<file path="config.mk">
export PLATFORM = sky130hd
export DESIGN_NAME = tdp_ram_be
export DESIGN_NICKNAME = d
export VERILOG_FILES = /design/src/rtl/tdp_ram_pkg.sv /design/src/rtl/tdp_ram_clear_ctrl.sv /design/src/rtl/tdp_ram_be.sv
export SDC_FILE = /design/constraint.sdc
export NUM_CORES = 1
export LEC_CHECK = 0
export ABC_AREA = 1
export CAP_MARGIN = 20
export CORE_UTILIZATION = 60
export CTS_CLUSTER_DIAMETER = 40
export DETAILED_ROUTE_END_ITERATION = 7
export PLACE_DENSITY = 0.8
export SLEW_MARGIN = 20
export SYNTH_ARGS = -nofsm -noshare
export SYNTH_HDL_FRONTEND = slang
export SYNTH_SLANG_ARGS = --single-unit
</file>
<file path="constraint.sdc">
create_clock -name clk -period 7.3 [get_ports clk]
set_clock_uncertainty 0.05 [all_clocks]
set_input_delay 1.46 -clock clk [delete_from_list [all_inputs] [get_ports clk]]
set_output_delay 1.46 -clock clk [all_outputs]
set_load 0.02 [all_outputs]
</file>
<file path="src/rtl/tdp_ram_pkg.sv">
// Shared types and helpers for the byte-enabled true dual-port RAM.
// Read-during-write ordering constants, clear FSM states, lane merge.
package tdp_ram_pkg;

  localparam int RDW_READ_FIRST  = 0;
  localparam int RDW_WRITE_FIRST = 1;

  // Widest word the merge helper handles; callers cast to their width.
  localparam int MAX_W  = 256;
  localparam int MAX_BE = MAX_W / 8;

  typedef enum logic {
    ST_CLEAR,
    ST_RUN
  } state_t;

  // Replace each byte lane of old_w whose enable is set with new_w.
  function automatic logic [MAX_W-1:0] merge_bytes(
    input logic [MAX_W-1:0]  old_w,
    input logic [MAX_W-1:0]  new_w,
    input logic [MAX_BE-1:0] be
  );
    logic [MAX_W-1:0] m;
    m = old_w;
    for (int i = 0; i < MAX_BE; i++) begin
      if (be[i]) m[i*8 +: 8] = new_w[i*8 +: 8];
    end
    return m;
  endfunction

endpackage

</file>
<file path="src/rtl/tdp_ram_clear_ctrl.sv">
// Post-reset clear sequencer for tdp_ram_be.
// Walks every address once, then hands the array to the ports.
module tdp_ram_clear_ctrl
  import tdp_ram_pkg::*;
#(
  parameter int ADDR_WIDTH     = 4,
  parameter int CLEAR_ON_RESET = 1
) (
  input  logic                  clk,
  input  logic                  rst,
  output logic                  busy,
  output logic [ADDR_WIDTH-1:0] clear_addr,
  output logic                  clear_we
);

  state_t                state;
  logic [ADDR_WIDTH-1:0] cnt;

  // Clear FSM: one word per cycle, busy drops with the last write.
  always_ff @(posedge clk or posedge rst) begin
    if (rst) begin
      state <= (CLEAR_ON_RESET != 0) ? ST_CLEAR : ST_RUN;
      busy  <= (CLEAR_ON_RESET != 0);
      cnt   <= '0;
    end else begin
      unique case (state)
        ST_CLEAR: begin
          cnt <= cnt + 1'b1;
          if (&cnt) begin
            state <= ST_RUN;
            busy  <= 1'b0;
          end
        end
        ST_RUN: begin
          state <= ST_RUN;
        end
        default: begin
          state <= ST_RUN;
          busy  <= 1'b0;
        end
      endcase
    end
  end

  assign clear_addr = cnt;
  assign clear_we   = (state == ST_CLEAR);

endmodule

</file>
<file path="src/rtl/tdp_ram_be.sv">
// True dual-port RAM with byte enables, registered reads,
// selectable read-during-write order and collision flagging.
module tdp_ram_be
  import tdp_ram_pkg::*;
#(
  parameter int DATA_WIDTH     = 8,
  parameter int ADDR_WIDTH     = 4,
  parameter int RDW_MODE       = 0,
  parameter int CLEAR_ON_RESET = 1
) (
  input  logic                    clk,
  input  logic                    rst,
  input  logic                    en_a,
  input  logic                    wr_en_a,
  input  logic [DATA_WIDTH/8-1:0] be_a,
  input  logic [ADDR_WIDTH-1:0]   addr_a,
  input  logic [DATA_WIDTH-1:0]   data_in_a,
  output logic [DATA_WIDTH-1:0]   data_out_a,
  output logic                    valid_a,
  input  logic                    en_b,
  input  logic                    wr_en_b,
  input  logic [DATA_WIDTH/8-1:0] be_b,
  input  logic [ADDR_WIDTH-1:0]   addr_b,
  input  logic [DATA_WIDTH-1:0]   data_in_b,
  output logic [DATA_WIDTH-1:0]   data_out_b,
  output logic                    valid_b,
  output logic                    busy,
  output logic                    collision
);

  localparam int DEPTH    = 2 ** ADDR_WIDTH;
  localparam bit WR_FIRST = (RDW_MODE == RDW_WRITE_FIRST);

  logic [DATA_WIDTH-1:0] mem [DEPTH];

  logic                  clear_we;
  logic [ADDR_WIDTH-1:0] clear_addr;

  logic                  act_a, act_b;
  logic                  wr_a, wr_b, same;
  logic [DATA_WIDTH-1:0] old_a, old_b;
  logic [DATA_WIDTH-1:0] new_b, base_a, new_a, fin_b;

  tdp_ram_clear_ctrl #(
    .ADDR_WIDTH     (ADDR_WIDTH),
    .CLEAR_ON_RESET (CLEAR_ON_RESET)
  ) u_clear (
    .clk        (clk),
    .rst        (rst),
    .busy       (busy),
    .clear_addr (clear_addr),
    .clear_we   (clear_we)
  );

  assign act_a = en_a & ~busy;
  assign act_b = en_b & ~busy;
  assign wr_a  = act_a & wr_en_a;
  assign wr_b  = act_b & wr_en_b;
  assign same  = (addr_a == addr_b);

  assign old_a = mem[addr_a];
  assign old_b = mem[addr_b];

  // B merges first so that A's lanes land on top when both hit one word.
  assign new_b  = DATA_WIDTH'(merge_bytes(MAX_W'(old_b),
                    MAX_W'(data_in_b), MAX_BE'(be_b)));
  assign base_a = (wr_b && same) ? new_b : old_a;
  assign new_a  = DATA_WIDTH'(merge_bytes(MAX_W'(base_a),
                    MAX_W'(data_in_a), MAX_BE'(be_a)));
  assign fin_b  = (wr_a && same) ? new_a : new_b;

  // Array update: clear sweep, else port writes with A owning overlaps.
  always_ff @(posedge clk) begin
    if (clear_we) begin
      mem[clear_addr] <= '0;
    end else begin
      if (wr_b && !(wr_a && same)) mem[addr_b] <= new_b;
      if (wr_a) mem[addr_a] <= new_a;
    end
  end

  // Registered read ports, valids and the collision pulse.
  always_ff @(posedge clk or posedge rst) begin
    if (rst) begin
      data_out_a <= '0;
      data_out_b <= '0;
      valid_a    <= 1'b0;
      valid_b    <= 1'b0;
      collision  <= 1'b0;
    end else begin
      valid_a   <= act_a;
      valid_b   <= act_b;
      collision <= act_a & act_b & same & (wr_en_a | wr_en_b);
      if (act_a) data_out_a <= (wr_a && WR_FIRST) ? new_a : old_a;
      if (act_b) data_out_b <= (wr_b && WR_FIRST) ? fin_b : old_b;
    end
  end

endmodule

</file>
==> results.yml, run 1 <==
outcome:
  status: "finished, final reports clean"
global_route:
  antenna_found_initial: 0
  grt_pass1_vias: 9435
  grt_usage_pct: 39.2
  grt_overflow_total: 0
  grt_pass1_wl_mm: 51.6
  grt_max_degree: 68
floorplan:
  fp.coreArea_um2: 16700
  die_h_um: 133
  die-area_um2: 17800
  die_x_um: 133
  pin_count: 52
  start_util_pct: 61.9
  rows: 47
drt:
  ant_nets: 0
  wire_per_inst_um: 19.3
  post-route-drc-count: 0
  wl_mm: 34.0
  routed_via_density: 5.85
  first_pass_iters: 6
  drt_iter0_drc: 1572
  vias: 10281
timing:
  max_freq_ghz: 0.224
  drv_slew: 0
  hold_viol: 0
  max_slew_margin_pct: 35.5
  rsz0062_at_grt: "false"
  tns_ns: 0
  holdWs_ns: 0.437
  setup_violations: 0
  worst_pin_slew_ns: 0.961
  timing.final.ws_setup_ns: 2.83
  period_needed_ns: 4.47
  timing.final.crit_share_pct: 61.2
yosys:
  synth_area_per_cell_um2: 6.82
  yosys_warnings: 0
  synth_cells: 1518
  ys_types: 33
  mappedNetlistNets: 1551
  syn_area_um2: 10300
  yosys_register_bits: 153
  yosysSeqAreaShare_pct: 43.2
power_and_ir_drop:
  intPower_uw: 1650
  ir_drop_uv: 189
  p_sw_uw: 658
  power_frac_clock_pct: 41.7
  pwr-share-comb_pct: 15.7
  p_leak_uw: 0.00553
  power_frac_seq_pct: 42.6
  sw_frac_of_total_pct: 28.5
  power_density_nw_per_um2: 203
worst_setup_path:
  path_class: "input port to register"
  cp.arrival_ns: 4.49
  worstSetupStartpointType: "input port"
  worst_setup_path_end_kind: "register"
  crit_required_ns: 7.32
  worstPathMaxFanout: 19
clocking:
  clockBufferDepth: 2
  clkTransAtPathRegs_ns: 0.07
  htreeDepth: 4
  tritoncts: "done"
  insertion_delay_ns: 0.44
  postCtsHoldBufs: 0
  postCtsSetupRepairBufs: 0
  clock_sinks: 153
  cts_buffers: 17
  clock-root-buffer: "clkbuf_16"
  cts_resized: 0
cells_and_area:
  drive_above_1_share_pct: 6.44
  final_cell_mix: "nand2_1 (863), inv_1 (130), edfxtp_1 (128)"
  final_nets: 1558
  synthToLayoutAreaGrowth_pct: 9.83
  stdcell_area_um2: 11400
  layout_commonest_cell: "nand2_1"
  diodes: 0
worst_hold_path:
  hp-class: "register to register"
placed_design:
  place.gp.congestion: 1.14
  hpwlAfterDp_mm: 22.8
  place_area_um2: 10700
  dp_slack_ns: 2.49
  io_buffers: 51
job:
  drv_cap: 0
==> cell families (layout without fill, tap and decap cells) <==
logic type / Yosys count / in the layout / synth area share (%)
compound gates: 94 / 94 / 5.89
xor+xnor: 6 / 6 / 0.508
fa+ha+maj: 1 / 1 / 0.121
flops: 153 / 153 / 43.2
simple gates: 1048 / 1048 / 40.7
buf+inv: 216 / 236 / 9.55
==> layout make-up <==
class / instances / area [um^2]
clock buffer: 19 / 433
clock inverter: 13 / 196
fill: 1412 / 5340
timing repair buffer: 58 / 553
inverter: 146 / 548
sequential: 153 / 4470
multi-input combinational: 1149 / 4890
tap: 220 / 275
==> critical path, cell delays in order <==
cell             delay (ns)
clkdlybuf4s50_1        0.89
xor2_1                 0.36
nor2_2                 0.25
nand3_4                0.13
nand3_4                0.33
nand2_1                0.12
o21ai_2                0.11
nand2_2                0.12
o21bai_1               0.69
==> per-stage QoR <==
step,utilization [%],instances,total power (uW)
finish,68.0,1758,2310
detailed placement,64.3,1726,1350
CTS,68.0,1758,2290
global placement,64.3,1726,1340
global route,68.0,1758,2360
floorplan,-,1518,1230
==> power by group through the flow <==
stage	combinational, uW	sequential, uW	clock [uW]
after global placement	345	1000	0
final	363	983	964
after detailed placement	349	1000	0
after global routing	387	985	984
after floorplan	217	1010	0
after CTS	351	983	953
==> cell usage after synthesis, drive strengths merged <==
| master | instances | area [um^2] |
|---|---|---|
| xnor2 | 1 | 8.76 |
| a2111oi | 1 | 8.76 |
| nand3 | 116 | 621 |
| dfrtp | 24 | 601 |
| a31oi | 8 | 50.1 |
| nor3 | 1 | 10.0 |
| nor4 | 1 | 6.26 |
| nand2 | 879 | 3340 |
| o21bai | 8 | 60.1 |
| clkbuf | 15 | 56.3 |
| o21ai | 61 | 320 |
| inv | 142 | 533 |
| edfxtp | 128 | 3840 |
| xor2 | 5 | 43.8 |
| nor2 | 47 | 211 |
| clkinv | 4 | 15.0 |
| nand4 | 3 | 18.8 |
| dfstp | 1 | 26.3 |
| a21oi | 16 | 170 |
| buf | 55 | 384 |
| and2 | 1 | 6.26 |
| ha | 1 | 12.5 |
==> registers in the layout, summed over array words and instances (netlist names) <==
name                flops
u_clear.busy            1
valid_b                 1
u_clear.clear_addr      4
data_out_b              8
valid_a                 1
collision               1
u_clear.state           1
data_out_a              8
mem                   128
==> layer usage <==
metal	track usage [%]	part of all wire, %
met1	51.8	37
met2	59.6	44
met3	8.45	13
met4	23.0	5.1
met5	0	0
==> final timing paths <==
kind / from / end / slack, ns / depth (start not counted)
worst min register to register: data_out_a[3] / data_out_a[3] / 0.44 / 2
min in group asynchronous: rst / valid_a / 1.38 / 2
max in group asynchronous: rst / data_out_a[4] / 5.37 / 2
worst min-delay path: data_out_a[3] / data_out_a[3] / 0.44 / 2
worst max-delay path: addr_b[1] / mem[10][6] / 2.83 / 9
worst max register to register: u_clear.busy / mem[6][3] / 3.99 / 9
Note: power is estimated with default switching activity, not from simulation.
==> inputs of run 2 (changes only) <==
- clock period: 7.3 -> 4.42 ns (I/O delays scaled with it)
==> results.yml, run 2 (synthesized netlist as in run 1, its figures left out) <==
timing:
  timing.final.crit_share_pct: 80.9
  worst_pin_slew_ns: 0.941
  period_needed_ns: 3.58
  drv_slew: 0
  setup_violations: 0
  max_slew_margin_pct: 37.2
  tns_ns: 0
  hold_viol: 0
  rsz0062_at_grt: "false"
  timing.final.ws_setup_ns: 0.844
  max_freq_ghz: 0.280
cells_and_area:
  reg.largest.list: "mem (128), data_out_a (8), data_out_b (8)"
  drive_above_1_share_pct: 7.63
  diodes: 0
  final_nets: 1579
  synthToLayoutAreaGrowth_pct: 11.5
  final_util_pct: 69.1
  n_fill_cell: 1457
  largest_reg_flops: 128
  final_cell_mix: "nand2_1 (863), inv_1 (131), edfxtp_1 (128)"
  regMostFlops: "mem"
  layout_commonest_cell: "nand2_1"
clocking:
  clockBufferDepth: 2
  clkTransAtPathRegs_ns: 0.07
  postCtsSetupRepairBufs: 0
  htreeDepth: 4
  clock-root-buffer: "clkbuf_16"
  cts_buffers: 17
  tritoncts: "done"
  cts_resized: 0
  postCtsHoldBufs: 0
  insertion_delay_ns: 0.44
  clock_sinks: 153
global_route:
  antenna_found_initial: 0
  grt_pass1_wl_mm: 53.2
  grt_usage_pct: 40.7
  grt_max_degree: 52
  grt_pass1_vias: 9405
  grt_overflow_total: 0
floorplan:
  fp.coreArea_um2: 16700
  die_x_um: 133
  rows: 47
  pin_count: 52
  die_h_um: 133
  die-area_um2: 17800
  start_util_pct: 61.9
power_and_ir_drop:
  ir_drop_uv: 270
  power_density_nw_per_um2: 329
  finalPower_uw: 3790
  p_leak_uw: 0.00566
placed_design:
  place.gp.congestion: 1.03
  dp_slack_ns: 0.519
  hpwlAfterDp_mm: 23.5
  io_buffers: 51
worst_setup_path:
  crit_required_ns: 4.47
  worst_setup_path_end_kind: "register"
  worstPathMaxFanout: 35
  cpLargestDelayFamily: "buffers and inverters"
  cp.arrival_ns: 3.63
  worstSetupStartpointType: "input port"
  cp_slowest_stage_delay_ns: 0.62
  path_buf_inv: 3
  crit_slowest_cell: "inv_2"
  cp_common_cell: "inv_2"
  path_class: "input port to register"
  path_cells: "clkdlybuf4s50_1, inv_2, nand3_1, nor2_2, inv_2, nand2_1"
outcome:
  status: "finished, final reports clean"
drt:
  ant_nets: 0
  drt_iter0_drc: 1698
  routed_via_density: 5.83
  vias: 10370
  wl_mm: 35.2
  wire_per_inst_um: 19.8
  post-route-drc-count: 0
  first_pass_iters: 7
job:
  drv_cap: 0
worst_hold_path:
  hp-class: "register to register"
[run 2: cell count changes in the layout (fill, tap and decap cells not counted), moves of 2 or more]
| cell | delta |
|---|---|
| clkinvlp_4 | -2 |
| clkinv_4 | -3 |
| buf_12 | +2 |
| clkinv_2 | +2 |
| bufinv_16 | -2 |
| clkbuf_16 | +3 |
| inv_4 | +2 |
| buf_4 | +19 |
[run 2: cell type report]
class                   count  area (um^2)  share of cell area [%]
flip-flops and latches    153         4470                    38.7
inverters                 146          548                    4.75
repair buffers             79          736                    6.38
multi-input cells        1149         4890                    42.4
clock buffers              23          512                    4.44
well taps                 220          275                    2.39
clock inverters             9          109                   0.943
[run 2: tightest hold or removal path, delay by kind of cell, from the launching register on]
| kind | cells | cell delay (ns) |
|---|---|---|
| AOI/OAI and AO/OA | 1 | 0.06 |
| DFF | 1 | 0.34 |
| and+or+nand+nor | 1 | 0.05 |
[run 2: per-stage QoR]
step,hold slack (ns),cells,area (um^2)
5_1_grt,0.462,1779,11500
6_report,0.439,1779,11500
3_3_place_gp,0.416,1747,10900
3_5_place_dp,0.427,1747,10900
4_1_cts,0.443,1779,11500
2_1_floorplan,0.443,1518,10300
[run 2: per-layer routing]
layer	global-route usage [%]	vias up	share of wire [%]
li1	-	4804	-
met1	53.9	4647	38
met2	62.5	787	44
met3	9.70	132	13
met4	20.5	0	5.1
met5	0	-	0
[run 2: final timing paths]
kind,from,end,slack (ns),cells after the start
worst max-delay path,addr_a[1],mem[5][1],0.84,6
worst min-delay path,data_out_a[0],data_out_a[0],0.44,2
worst max register to register,u_clear.busy,mem[5][1],1.58,9
worst min register to register,data_out_a[0],data_out_a[0],0.44,2
max in group asynchronous,rst,data_out_a[1],2.82,2
min in group asynchronous,rst,data_out_a[5],0.92,2
[run 2: power breakdown]
| part | internal, uW | leakage (uW) | switching [uW] |
|---|---|---|---|
| Clock | 934 | 0.000307 | 615 |
| Sequential | 1600 | 0.00150 | 20.0 |
| Combinational | 180 | 0.00385 | 438 |
